===== src/rtl/serial_pkg.sv =====
// Shared types and defaults for the byte serializer slice.
package serial_pkg;

  typedef enum logic {
    IDLE  = 1'b0,
    SHIFT = 1'b1
  } ser_state_t;

  localparam int DEFAULT_WIDTH = 8;
  localparam int DEFAULT_SEL_W = $clog2(DEFAULT_WIDTH);

endpackage


===== src/rtl/bit_index_counter.sv =====
// Up/down bit-index counter with a reload to the first index and a last-index flag.
module bit_index_counter #(
  parameter int               SEL_W     = 3,
  parameter logic [SEL_W-1:0] FIRST_IDX = '0,
  parameter logic [SEL_W-1:0] LAST_IDX  = '1,
  parameter bit               DOWN      = 1'b0
) (
  input  logic             clk,
  input  logic             rst,
  input  logic             load,
  input  logic             enable,
  output logic [SEL_W-1:0] idx,
  output logic             last
);

  localparam logic [SEL_W-1:0] ONE = SEL_W'(1);

  // Reload wins over stepping; wrap-around is left to the natural SEL_W overflow.
  always_ff @(posedge clk or posedge rst) begin
    if (rst) begin
      idx <= FIRST_IDX;
    end else if (load) begin
      idx <= FIRST_IDX;
    end else if (enable) begin
      idx <= DOWN ? (idx - ONE) : (idx + ONE);
    end
  end

  assign last = (idx == LAST_IDX);

endmodule


===== src/rtl/byte_serializer.sv =====
// Parallel-to-serial front end that steps an external 8:1 mux and forwards its output bit.
module byte_serializer
  import serial_pkg::*;
#(
  parameter int WIDTH     = DEFAULT_WIDTH,
  parameter int SEL_W     = $clog2(WIDTH),
  parameter bit MSB_FIRST = 1'b0
) (
  input  logic             clk,
  input  logic             rst,
  input  logic [WIDTH-1:0] in_data,
  input  logic             in_valid,
  output logic             in_ready,
  output logic [WIDTH-1:0] mux_data,
  output logic [SEL_W-1:0] mux_sel,
  input  logic             mux_bit,
  output logic             ser_bit,
  output logic             ser_valid,
  output logic             ser_last,
  input  logic             ser_ready,
  output logic             busy
);

  localparam logic [SEL_W-1:0] FIRST_IDX = MSB_FIRST ? SEL_W'(WIDTH - 1) : '0;
  localparam logic [SEL_W-1:0] LAST_IDX  = MSB_FIRST ? '0 : SEL_W'(WIDTH - 1);

  if ((WIDTH < 2) || ((WIDTH & (WIDTH - 1)) != 0) || (WIDTH != (1 << SEL_W))) begin : g_bad_width
    $error("byte_serializer: WIDTH must be a power of two >= 2 and equal 2**SEL_W");
  end

  ser_state_t       state;
  ser_state_t       state_next;
  logic [WIDTH-1:0] hold;
  logic             last_idx;
  logic             accept;
  logic             xfer;
  logic             load_idx;
  logic             step_idx;

  always_ff @(posedge clk or posedge rst) begin
    if (rst) begin
      state <= IDLE;
    end else begin
      state <= state_next;
    end
  end

  // A last-bit transfer doubles as an acceptance slot, so words can run back to back.
  always_comb begin
    state_next = state;
    in_ready   = 1'b0;
    ser_valid  = 1'b0;
    ser_last   = 1'b0;
    busy       = 1'b0;
    case (state)
      IDLE: begin
        in_ready = 1'b1;
        if (in_valid) begin
          state_next = SHIFT;
        end
      end
      SHIFT: begin
        ser_valid = 1'b1;
        busy      = 1'b1;
        ser_last  = last_idx;
        in_ready  = last_idx && ser_ready;
        if (last_idx && ser_ready && !in_valid) begin
          state_next = IDLE;
        end
      end
      default: begin
        state_next = IDLE;
      end
    endcase
  end

  assign accept   = in_valid && in_ready;
  assign xfer     = ser_valid && ser_ready;
  assign load_idx = accept || (xfer && last_idx);
  assign step_idx = xfer && !last_idx;

  always_ff @(posedge clk or posedge rst) begin
    if (rst) begin
      hold <= '0;
    end else if (accept) begin
      hold <= in_data;
    end
  end

  bit_index_counter #(
    .SEL_W    (SEL_W),
    .FIRST_IDX(FIRST_IDX),
    .LAST_IDX (LAST_IDX),
    .DOWN     (MSB_FIRST)
  ) u_index (
    .clk   (clk),
    .rst   (rst),
    .load  (load_idx),
    .enable(step_idx),
    .idx   (mux_sel),
    .last  (last_idx)
  );

  assign mux_data = hold;
  assign ser_bit  = mux_bit;

endmodule


===== config.mk =====
export PLATFORM = sky130hd
export DESIGN_NAME = byte_serializer
export DESIGN_NICKNAME = d
export VERILOG_FILES = /design/src/rtl/serial_pkg.sv /design/src/rtl/bit_index_counter.sv /design/src/rtl/byte_serializer.sv
export SDC_FILE = /design/constraint.sdc
export NUM_CORES = 1
export LEC_CHECK = 0
export ABC_AREA = 1
export CORE_AREA = 2 2 43 45
export CTS_BUF_LIST = sky130_fd_sc_hd__clkbuf_16
export DETAILED_ROUTE_END_ITERATION = 10
export DIE_AREA = 0 0 45 47
export PLACE_DENSITY = 0.82
export SLEW_MARGIN = 0
export SYNTH_ARGS = -nofsm -noshare
export SYNTH_HDL_FRONTEND = slang
export SYNTH_SLANG_ARGS = --single-unit

===== constraint.sdc =====
create_clock -name clk -period 2.04 [get_ports clk]
set_clock_uncertainty 0.15 [all_clocks]
set_input_delay 0.612 -clock clk [delete_from_list [all_inputs] [get_ports clk]]
set_output_delay 0.612 -clock clk [all_outputs]
set_load 0.02 [all_outputs]

==> After elaboration in Yosys (flattened, before gate mapping) <==
Index checks and enable logic that the tools add are counted.
{ "word_totals": {"mem_count": 0, "romBits": 0, "reg_bits": 12, "ram_bits": 0, "latch_bits": 0} }
{ "classes": {"n_reduce_logical": 10, "n_mux": 8, "eq_ne": 1, "bitwise": 1, "n_shift": 0, "n_lt_le_gt_ge": 0, "div": 0, "addsub": 1, "n_mul": 0} }
{ "ops": {"columns": ["cell", "count"], "rows": [
  ["$logic_and A1 B1 Y1", 6],
  ["$mux W3", 2],
  ["$mux W1", 4],
  ["$pmux W1 S2", 2],
  ["$add A3 B1 Y3 const B", 1],
  ["$eq A3 B3 Y1 const B", 1],
  ["$logic_not A1 Y1", 2],
  ["$reduce_bool A2 Y1", 1],
  ["$logic_or A1 B1 Y1", 1],
  ["$not A1 Y1", 1]
]} }

==> Logic depth before layout (Yosys ltp) <==
{ "depth": {"ltp_word": 6, "ltp_mapped": 7} }

==> Modules after synthesis <==
Synthesis repeated with hierarchy kept, for this count alone.
{ "hier_totals": {"cells_unflattened": 67, "area_unflattened_um2": 568.0} }
{ "modules_own_cells": {"columns": ["mod", "cells_per_inst", "n_inst", "seq_area_each_um2", "area_each_um2"], "rows": [
  ["byte_serializer", 49, 1, 225.2, 412.9],
  ["bit_index_counter", 18, 1, 75.1, 155.1]
]} }

==> Worst setup path before layout <==
No wires, ideal clock.
{ "synth_path": {"path_type": "register to output", "startpoint": "reg u_index.idx[0]", "endpoint": "out in_ready", "t_required_ns": 1.278, "arrival_ns": 1.168, "stages_incl_launch_ff": 6, "path_buffers": 1, "setup_slack_ns": 0.110, "cell_sequence": "dfrtp_1 -> ha_1 -> ha_1 -> nand2_1 -> nand2_2 -> buf_6"} }
{ "synth_via": {"elab_chain_len": 3} }
{ "synth_lines": {"columns": ["item", "line", "rtl"], "rows": [
  ["start: declaration", "bit_index_counter.sv:12", "output logic [SEL_W-1:0] idx,"],
  ["start signal: assignment", "bit_index_counter.sv:25", "idx <= DOWN ? (idx - ONE) : (idx + ONE);"],
  ["$eq A3 B3 Y1", "bit_index_counter.sv:29", "assign last = (idx == LAST_IDX);"],
  ["$logic_and A1 B1 Y1", "byte_serializer.sv:66", "in_ready = last_idx && ser_ready;"],
  ["$pmux W1 S2", "byte_serializer.sv:55", "case (state)"],
  ["end: declaration", "byte_serializer.sv:13", "output logic in_ready,"]
]} }
No other way between the ends.

==> Worst setup path in the final report <==
{ "layout_path": {"startpoint": "reg u_index.idx[1]", "endpoint": "out in_ready"} }
Same word-level chain as after synthesis.

==> results.yml <==
global_routing:
  overflow: 0
  grt_pass1_vias: 482
  grt_max_degree: 13
  grt_usage_pct: 12.7
  antenna_found_initial: 0
  grt_pass1_wl_um: 1940
critical_path:
  crit_fanout: 3
  cp.arrival_ns: 1.25
  crit_path_max_incr_delay_ns: 0.39
  crit_chain: "ha_2, ha_4, nand2_2, nand2_2, buf_6"
  critPathLaunchType: "register"
  crit_buf_inv: 1
  reg2reg_slack_ns: 0.50
  crit_family: "flip-flops"
  reg2regPathDepth: 8
  cp_slowest_cell: "dfrtp_1"
  crit_required_ns: 1.28
  path_common_cell: "nand2_2"
  r2r_end: "mux_data[0]"
  r2r_start: "u_index.idx[1]"
  timing_worst_setup_path_type: "reg -> out"
  cp-end-kind: "primary output"
die:
  core_area_um2: 1650
  initial_core_util_pct: 35.0
  die_area_um2: 2120
  std_cell_rows: 15
  die_h_um: 47
  io_pins: 29
  die_w_um: 45
timing:
  worst_pin_slew_ns: 0.431
  hold_violations: 0
  period_share_pct: 98.6
  grt_setup_unrepaired: "true"
  max_freq_ghz: 0.497
  relSlewSlack_pct: 71.3
  final.setup.worst_slack_ns: 0.0291
  setup_viol: 0
  slew_violations: 0
  period_needed_ns: 2.01
  whs_ns: 0.321
yosys:
  synth.avg_cell_area_um2: 8.26
  yosys_register_bits: 12
  synth_nets: 85
  seq_area_frac_synth_pct: 51.9
  synth_cells: 70
  synth_top_area_share_pct: 51.9
  yosysTopAreaCell: "dfrtp_1"
  yosysWarnings: 0
  synth.area.top_cells: "dfrtp_1 52%, nand2_1 18%, nand3_1 9.5%"
  netlist_area_um2: 578
  synth_cell_types: 10
placed_design:
  dpl.hpwl_um: 949
  place_inst: 115
  place_ws_ns: -0.562
  globalplace.congestion: 0.773
  post_dp_cell_area_um2: 867
  io_buffers: 26
clock_tree:
  cts_tree: "built"
  postCtsHoldBufs: 0
  cts-root-buf: "clkbuf_16"
  clk_pin_slew_ns: 0.04
  h-tree-depth: 1
  clock_path_buffers: 2
  clock_sinks: 12
  cts_buffers: 3
  clk_latency_ns: 0.23
power_and_ir_drop:
  powerDensity_nw_per_um2: 1470
  p_leak_nw: 0.507
  ir_worst_vdd_mv: 0.919
drt:
  drt_iter0_markers: 5
  wl_per_cell_um: 10.5
  dr.pass1.iters: 6
  routed_wirelength_um: 1260
  avgViaCountPerCell: 4.52
  route.detailed.drc: 0
  ant_nets: 0
  vias: 542
finish:
  diodes: 0
  final_area_um2: 960
  drive_above_1_share_pct: 16.5
  nets: 119
  instances_no_fill: 120
  area_growth_pct: 66.0
  fillers: 155
hold_path:
  worstHoldPathType: "reg -> reg"
  worstHoldPathCells: 2
  min_to: "mux_data[1]"
  hold_start: "mux_data[1]"
outcome:
  status: "complete, no violations"
job:
  maxCapViolations: 0
layout by cell type, fill, tap and decap left out, drive strengths merged:
cell / count
inv: 8
nor2: 2
nand3: 11
dlygate4sd2: 6
ha: 2
clkinv: 1
dfrtp: 12
buf: 9
clkdlybuf4s50: 18
o21ai: 1
nand2: 30
clkbuf: 3
cell usage after synthesis (all sizes together):
library cell and count:
buf 4, nand3 11, nand2 30, dfrtp 12
ha 2, nor2 2, inv 8, o21ai 1
metrics by stage:
| step | TNS [ns] | util (%) | power [mW] |
|---|---|---|---|
| 2_1_floorplan | 0 | - | 0.728 |
| 3_5_place_dp | -0.674 | 52.5 | 1.06 |
| 4_1_cts | 0 | 56.7 | 1.39 |
| 6_report | 0 | 58.1 | 1.41 |
| 5_1_grt | -0.0129 | 58.1 | 1.50 |
| 3_3_place_gp | -0.647 | 52.5 | 1.03 |
power breakdown:
part / internal (mW) / switching (mW) / total, mW
Clock: 0.257 / 0.0948 / 0.352
Sequential: 0.346 / 0.0680 / 0.414
Combinational: 0.317 / 0.328 / 0.646
Total: 0.920 / 0.491 / 1.41
how the worst max path moves through the flow:
stage,from,endpoint,cells after the start
after global routing,u_index.idx[1],in_ready,5
after floorplan,u_index.idx[0],in_ready,5
after detailed placement,ser_ready,in_ready,4
final,u_index.idx[1],in_ready,5
after CTS,u_index.idx[0],in_ready,5
after global placement,ser_ready,in_ready,4
cell families after synthesis:
group,synth area share (%)
compound gates,0.865
fa+ha+maj,4.33
simple gates,31.2
flops,51.9
buf+inv,11.7
layer usage:
metal	part of all wire, %	wire (um)	vias to the layer above	global-route usage (%)
met5	0	0	-	0
met4	0.32	4	0	7.06
met3	7.6	95	2	1.15
met2	49	622	23	22.3
met1	42	534	237	15.4
li1	-	-	280	-
worst register-to-register path: stages, from the launching register on:
cell and delay (ns):
dfrtp_1 0.39, ha_2 0.21, ha_4 0.16, nand2_2 0.05
nand2_2 0.06, buf_4 0.18, nand2_2 0.15, nand2_1 0.08
nand2_1 0.06
layout make-up:
| type | count | area (um^2) | share of cell area, % |
|---|---|---|---|
| well taps | 17 | 21.3 | 2.22 |
| flip-flops and latches | 12 | 300 | 31.3 |
| inverters | 8 | 30.0 | 3.13 |
| clock inverters | 1 | 3.75 | 0.391 |
| repair buffers | 33 | 302 | 31.4 |
| multi-input cells | 46 | 228 | 23.7 |
| clock buffers | 3 | 75.1 | 7.82 |
repair_timing:
action / in CTS / in global routing
resized for setup: 17 / 3
pin swaps: 0 / 2
setup buffers: 0 / 1
setup endpoints to repair: 7 / 2
registers in the layout, indices dropped and copies added, names as in the netlist:
| register | cells |
|---|---|
| mux_data | 8 |
| state | 1 |
| u_index.idx | 3 |
No activity file was read; power rests on OpenSTA's default activity.
